==> src/rtl/fetch_stage.sv <==
// fetch_stage: PC generator feeding a 2-entry {pc, instr} queue toward decode,
// with redirect handling and a sticky misaligned-redirect fault state.
module fetch_stage #(
  parameter logic [31:0] RESET_PC = 32'h0000_0000
) (
  input  logic        clk,
  input  logic        rst,
  output logic [31:0] imem_addr,
  input  logic [31:0] imem_instr,
  input  logic        redirect_valid,
  input  logic [31:0] redirect_pc,
  output logic        out_valid,
  input  logic        out_ready,
  output logic [31:0] out_pc,
  output logic [31:0] out_instr,
  output logic        fetch_fault,
  output logic [31:0] fault_pc
);

  localparam logic [0:0] RUN   = 1'b0;
  localparam logic [0:0] FAULT = 1'b1;

  logic [0:0]  state_r;
  logic [31:0] pc_r;
  logic [1:0]  count_r;
  logic        head_r;
  logic [31:0] q_pc_r    [2];
  logic [31:0] q_instr_r [2];
  logic        fault_r;
  logic [31:0] fault_pc_r;

  logic        pop_s;
  logic        push_s;
  logic        tail_s;
  logic        redir_ok_s;
  logic [1:0]  count_nxt_s;

  assign imem_addr   = pc_r;
  assign out_valid   = (count_r != 2'd0);
  assign out_pc      = q_pc_r[head_r];
  assign out_instr   = q_instr_r[head_r];
  assign fetch_fault = fault_r;
  assign fault_pc    = fault_pc_r;

  assign pop_s      = out_valid & out_ready;
  assign push_s     = (state_r == RUN) & ~redirect_valid & ((count_r < 2'd2) | pop_s);
  // With two slots the tail sits one past the head only when exactly one entry is held.
  assign tail_s     = head_r ^ count_r[0];
  assign redir_ok_s = (redirect_pc[1:0] == 2'b00);

  // Queue occupancy next-state from the push/pop pair.
  always_comb begin
    count_nxt_s = count_r;
    case ({push_s, pop_s})
      2'b10:   count_nxt_s = count_r + 2'd1;
      2'b01:   count_nxt_s = count_r - 2'd1;
      default: count_nxt_s = count_r;
    endcase
  end

  // PC, run/fault state and fault reporting registers.
  always_ff @(posedge clk) begin
    if (rst) begin
      pc_r       <= {RESET_PC[31:2], 2'b00};
      state_r    <= RUN;
      fault_r    <= 1'b0;
      fault_pc_r <= 32'h0000_0000;
    end else if (redirect_valid) begin
      if (redir_ok_s) begin
        pc_r    <= redirect_pc;
        state_r <= RUN;
        fault_r <= 1'b0;
      end else begin
        state_r    <= FAULT;
        fault_r    <= 1'b1;
        fault_pc_r <= redirect_pc;
      end
    end else if (push_s) begin
      pc_r <= pc_r + 32'd4;
    end
  end

  // Queue pointers; a redirect flushes regardless of the handshake.
  always_ff @(posedge clk) begin
    if (rst) begin
      count_r <= 2'd0;
      head_r  <= 1'b0;
    end else if (redirect_valid) begin
      count_r <= 2'd0;
      head_r  <= 1'b0;
    end else begin
      count_r <= count_nxt_s;
      if (pop_s) begin
        head_r <= ~head_r;
      end
    end
  end

  // Queue storage written at the tail on push.
  always_ff @(posedge clk) begin
    if (rst) begin
      q_pc_r[0]    <= 32'h0000_0000;
      q_pc_r[1]    <= 32'h0000_0000;
      q_instr_r[0] <= 32'h0000_0000;
      q_instr_r[1] <= 32'h0000_0000;
    end else if (push_s) begin
      q_pc_r[tail_s]    <= pc_r;
      q_instr_r[tail_s] <= imem_instr;
    end
  end

endmodule

==> config.mk <==
export PLATFORM = sky130hd
export DESIGN_NAME = fetch_stage
export DESIGN_NICKNAME = d
export VERILOG_FILES = /design/src/rtl/fetch_stage.sv
export SDC_FILE = /design/constraint.sdc
export NUM_CORES = 1
export LEC_CHECK = 0
export ABC_AREA = 1
export BUFFER_PORTS_ARGS = -buffer_cell sky130_fd_sc_hd__buf_4
export CAP_MARGIN = 15
export CORE_AREA = 2 2 147 149
export DETAILED_ROUTE_END_ITERATION = 7
export DIE_AREA = 0 0 149 151
export GPL_TIMING_DRIVEN = 0
export PLACE_DENSITY = 0.66
export SYNTH_ARGS = -nofsm -noshare
export SYNTH_HDL_FRONTEND = slang
export SYNTH_SLANG_ARGS = --single-unit
==> constraint.sdc <==
create_clock -name clk -period 6.05 [get_ports clk]
set_input_delay 1.21 -clock clk [delete_from_list [all_inputs] [get_ports clk]]
set_output_delay 1.21 -clock clk [all_outputs]
set_load 0.005 [all_outputs]
==> run summary <==
The flow ran to the end, and the final reports show no timing, DRC or antenna violations. The capture instance of the worst register-to-register path is q_instr_r[0][26]. The max capacitance violation total came out at 0. The share of total power in the clock network is 36.0%.

The data required time of the worst path is 4.84 ns. During synthesis, Yosys emitted a total of 0 warnings. The class of the most critical setup path is register to primary output.

The tightest min-delay check is of the register to register type. In this run the cell area of the synthesized design comes to 0.009064 mm^2. The total negative slack is 0 ns. The via count of the first global-routing pass is 7090. The mean routed wirelength per cell came out at 16.58 um. The diode insertion count for antenna repair came out at 0.

IR analysis of the VDD net gives a maximum drop of 188.6 uV. The effective utilization at floorplan is 43.53%. The clock edge transition at the registers on the reported setup and hold paths is 0.08 ns.

Setup repair after global routing left no endpoint under its margin. The maximum net fanout on the critical path is 10. The H-tree level count came out at 4.

Per report_power, the combinational group accounts for 12.7% of the total. The cell depth of the worst hold path is 2. The clock skew after layout is 0.01400 ns. The area after detailed placement is 0.01094 mm^2. The total half-perimeter wirelength after legalization and detailed placement came out at 17060 um. The largest net degree at the start of global routing is 64.

The number of port buffers is 195. The DRC violation count after routing came out at 0. The area fraction of the dominant cell type after synthesis is 42.41%. The post-CTS setup buffer count is 0. The clock latency reported for the late side of the worst-skew pair came out at 0.44 ns.

The final weighted congestion of routability-driven global placement is 0.9438. Summing all multi-input logic gate instances after layout gives 0.003186 mm^2. Global routing finished with a remaining overflow of 0. The die span in y came out at 151 um.

For this block, the via count after detailed routing is 7337. The fill cell total of the finished layout came out at 1973. The count of state elements after synthesis came out at 197. The power per unit of standard cell area is 263.9 mW/mm^2. By area the synthesized netlist is led by edfxtp_1, dfxtp_1, nor2_1. The worst path arrival time is 2.11 ns. STA classifies the critical path endpoint as a primary output.

Global routing consumed, over all layers together, 21.67% of the routing resources. Synthesis handed over a netlist of 955 instances. Yosys mapped a number of flops with a built-in enable equal to 128. The commonest cells after synthesis are nor2_1, nand2_1, edfxtp_1.

The die area is 0.02250 mm^2. The total non-filler cell area in the finished layout came out at 0.01150 mm^2. The number of max-slew violations in the final report was 0. The first global-routing pass estimated 37360 um of wire. Measured in cells, the most critical reg-to-reg path has a length of 8.

The static leakage came out at 4.845 nW. The initial DRC count came out at 549. The peak clock frequency supported by timing came out at 301.4 MHz. Hold repair after CTS inserted 0 buffers. The sort of element at the start of the critical path is a register. The biggest area contributor in the post-synthesis netlist is edfxtp_1. After clock tree synthesis, the repair step resized 0 gates. The floorplan has 53 rows. The most instantiated flip-flop cell in the synthesis netlist is edfxtp_1. The hold path startpoint is fault_pc[1]. The number of nets handed over by synthesis was 1025. In this run the tightest slew margin relative to its limit is 61.45%. At the end of the flow, the number of nets in the layout was 1241.

Once detail routing completed, the nets flagged for antenna violations numbered 0. The startpoint identified for the worst register-to-register timing path is count_r[1]. The async set-or-reset flop fraction in the synthesized netlist came out at 0%. For this design the total switching power over the nets is 0.7868 mW. The path with the worst hold slack has its endpoint at fault_pc[1].

The fraction of the yosys area taken by sequential cells is 57.65%. The width of the chip came out at 149 um. After detailed routing, the number of vias per cell comes to 5.029.

The maximum clock path buffer count is 2. The final routed wirelength across all metal layers is 24180 um. Yosys instantiated no cell more often than nor2_1. The sequential group share of total power is 51.3%. Registers take 0.005225 mm^2.

In this run, CTS created clock tree buffers numbering 17. The count of clock tree sinks came out at 197. The internal power of the cells totals 2.247 mW.

TritonCTS built the clock tree. The final critical delay including setup and external delays came out at 3.318 ns. The count of endpoints failing hold in the final timing report came out at 0. Relative to the synthesized area, the layout overhead comes to 26.86%. Across all register-to-register paths, the minimum setup slack is 3.93 ns. The total core area came out at 0.02082 mm^2. The slew of the pin with the lowest slew margin is 0.5782 ns. The share of layout cells above drive strength 1 is 30.66%. Yosys mapped the design onto 34 distinct sky130hd cell types. The cell at the root of the clock tree is clkbuf_16. The number of antenna violations at the first check in global routing came out at 0. The count of pins on the block boundary came out at 198.

The synthesized area per cell is 9.491 um^2. Before antenna repair, the detailed router went through 5 iterations. Dividing the final minimum period by the clock period gives 54.85%. The number of failing setup endpoints in the final timing report is 0. The switching power as a share of total power is 25.93%.
-- through the flow --
| step | setup WS (ns) | hold slack [ns] | power (mW) | utilization (%) | instances |
|---|---|---|---|---|---|
| global placement | 0.9781 | 0.4503 | 1.967 | 52.21 | 1425 |
| floorplan | 2.230 | 0.4526 | 1.762 | - | 955 |
| global route | 2.587 | 0.4792 | 3.144 | 55.22 | 1459 |
| finish | 2.732 | 0.4635 | 3.034 | 55.22 | 1459 |
| CTS | 2.629 | 0.4654 | 3.054 | 55.22 | 1459 |
| detailed placement | 2.886 | 0.4531 | 1.973 | 52.55 | 1427 |
-- cell type report --
cell class	count	share of cell area [%]
repair buffers	197	13.21
clock buffers	19	3.852
flip-flops and latches	197	45.44
multi-input cells	613	27.70
well taps	275	2.992
plain buffers	46	2.514
inverters	99	3.297
clock inverters	13	0.9902
-- cell usage in the layout (no fill, tap or decap), types with 4 or more instances in the layout --
master	n
inv_8	4
nor3_1	5
nor2_4	5
clkbuf_1	15
nand2_4	4
buf_6	5
o22ai_1	7
mux2_2	64
nand2_2	6
nor2_1	212
inv_1	93
edfxtp_1	128
clkbuf_8	5
nand3_1	25
buf_4	199
dfxtp_1	69
nand2_1	148
nor2_2	10
clkinv_4	4
a21oi_2	4
inv_2	4
o21ai_0	54
clkbuf_16	17
inv_6	4
a21oi_1	54
buf_2	19
-- worst max-delay path by stage --
stage                    from               end  depth (start not counted)
2_1_floorplan  redirect_valid   q_instr_r[0][0]                          8
3_3_place_gp        out_ready      q_pc_r[0][4]                          7
3_5_place_dp   redirect_valid  q_instr_r[0][26]                          9
4_1_cts              register        out_pc[19]                          4
5_1_grt              register        out_pc[10]                          4
6_report             register        out_pc[19]                          4
-- registers in the layout (all words and copies together) (netlist names), named ones only --
register,count
count_r,2
fault_pc,32
fetch_fault,1
head_r,1
imem_addr,32
q_instr_r,64
q_pc_r,64
-- per-layer routing --
metal	GRT usage, %	share of wire, %	vias to the layer above
met1	28.46	43	3442
li1	-	-	3565
met4	7.048	1.5	0
met3	4.819	8.0	25
met2	35.81	47	305
met5	0	0	-
-- critical path: stages (launching register included) --
cell	delay, ns
dfxtp_1	0.31
clkbuf_1	0.45
buf_2	0.38
mux2_2	0.39
buf_4	0.14
-- cell families after synthesis --
| group | after synthesis | synth area share [%] |
|---|---|---|
| buf+inv | 145 | 7.371 |
| xor+xnor | 1 | 0.09665 |
| simple gates | 422 | 19.34 |
| flops | 197 | 57.65 |
| mux | 64 | 7.951 |
| compound gates | 124 | 7.316 |
| fa+ha+maj | 2 | 0.2760 |
-- power groups by stage --
stage / combinational (mW) / sequential [mW] / clock (mW)
2_1_floorplan: 0.183 / 1.58 / 0
3_3_place_gp: 0.378 / 1.59 / 0
3_5_place_dp: 0.388 / 1.59 / 0
4_1_cts: 0.390 / 1.56 / 1.11
5_1_grt: 0.425 / 1.56 / 1.16
6_report: 0.386 / 1.56 / 1.09
No activity file was read; power rests on OpenSTA's default activity.
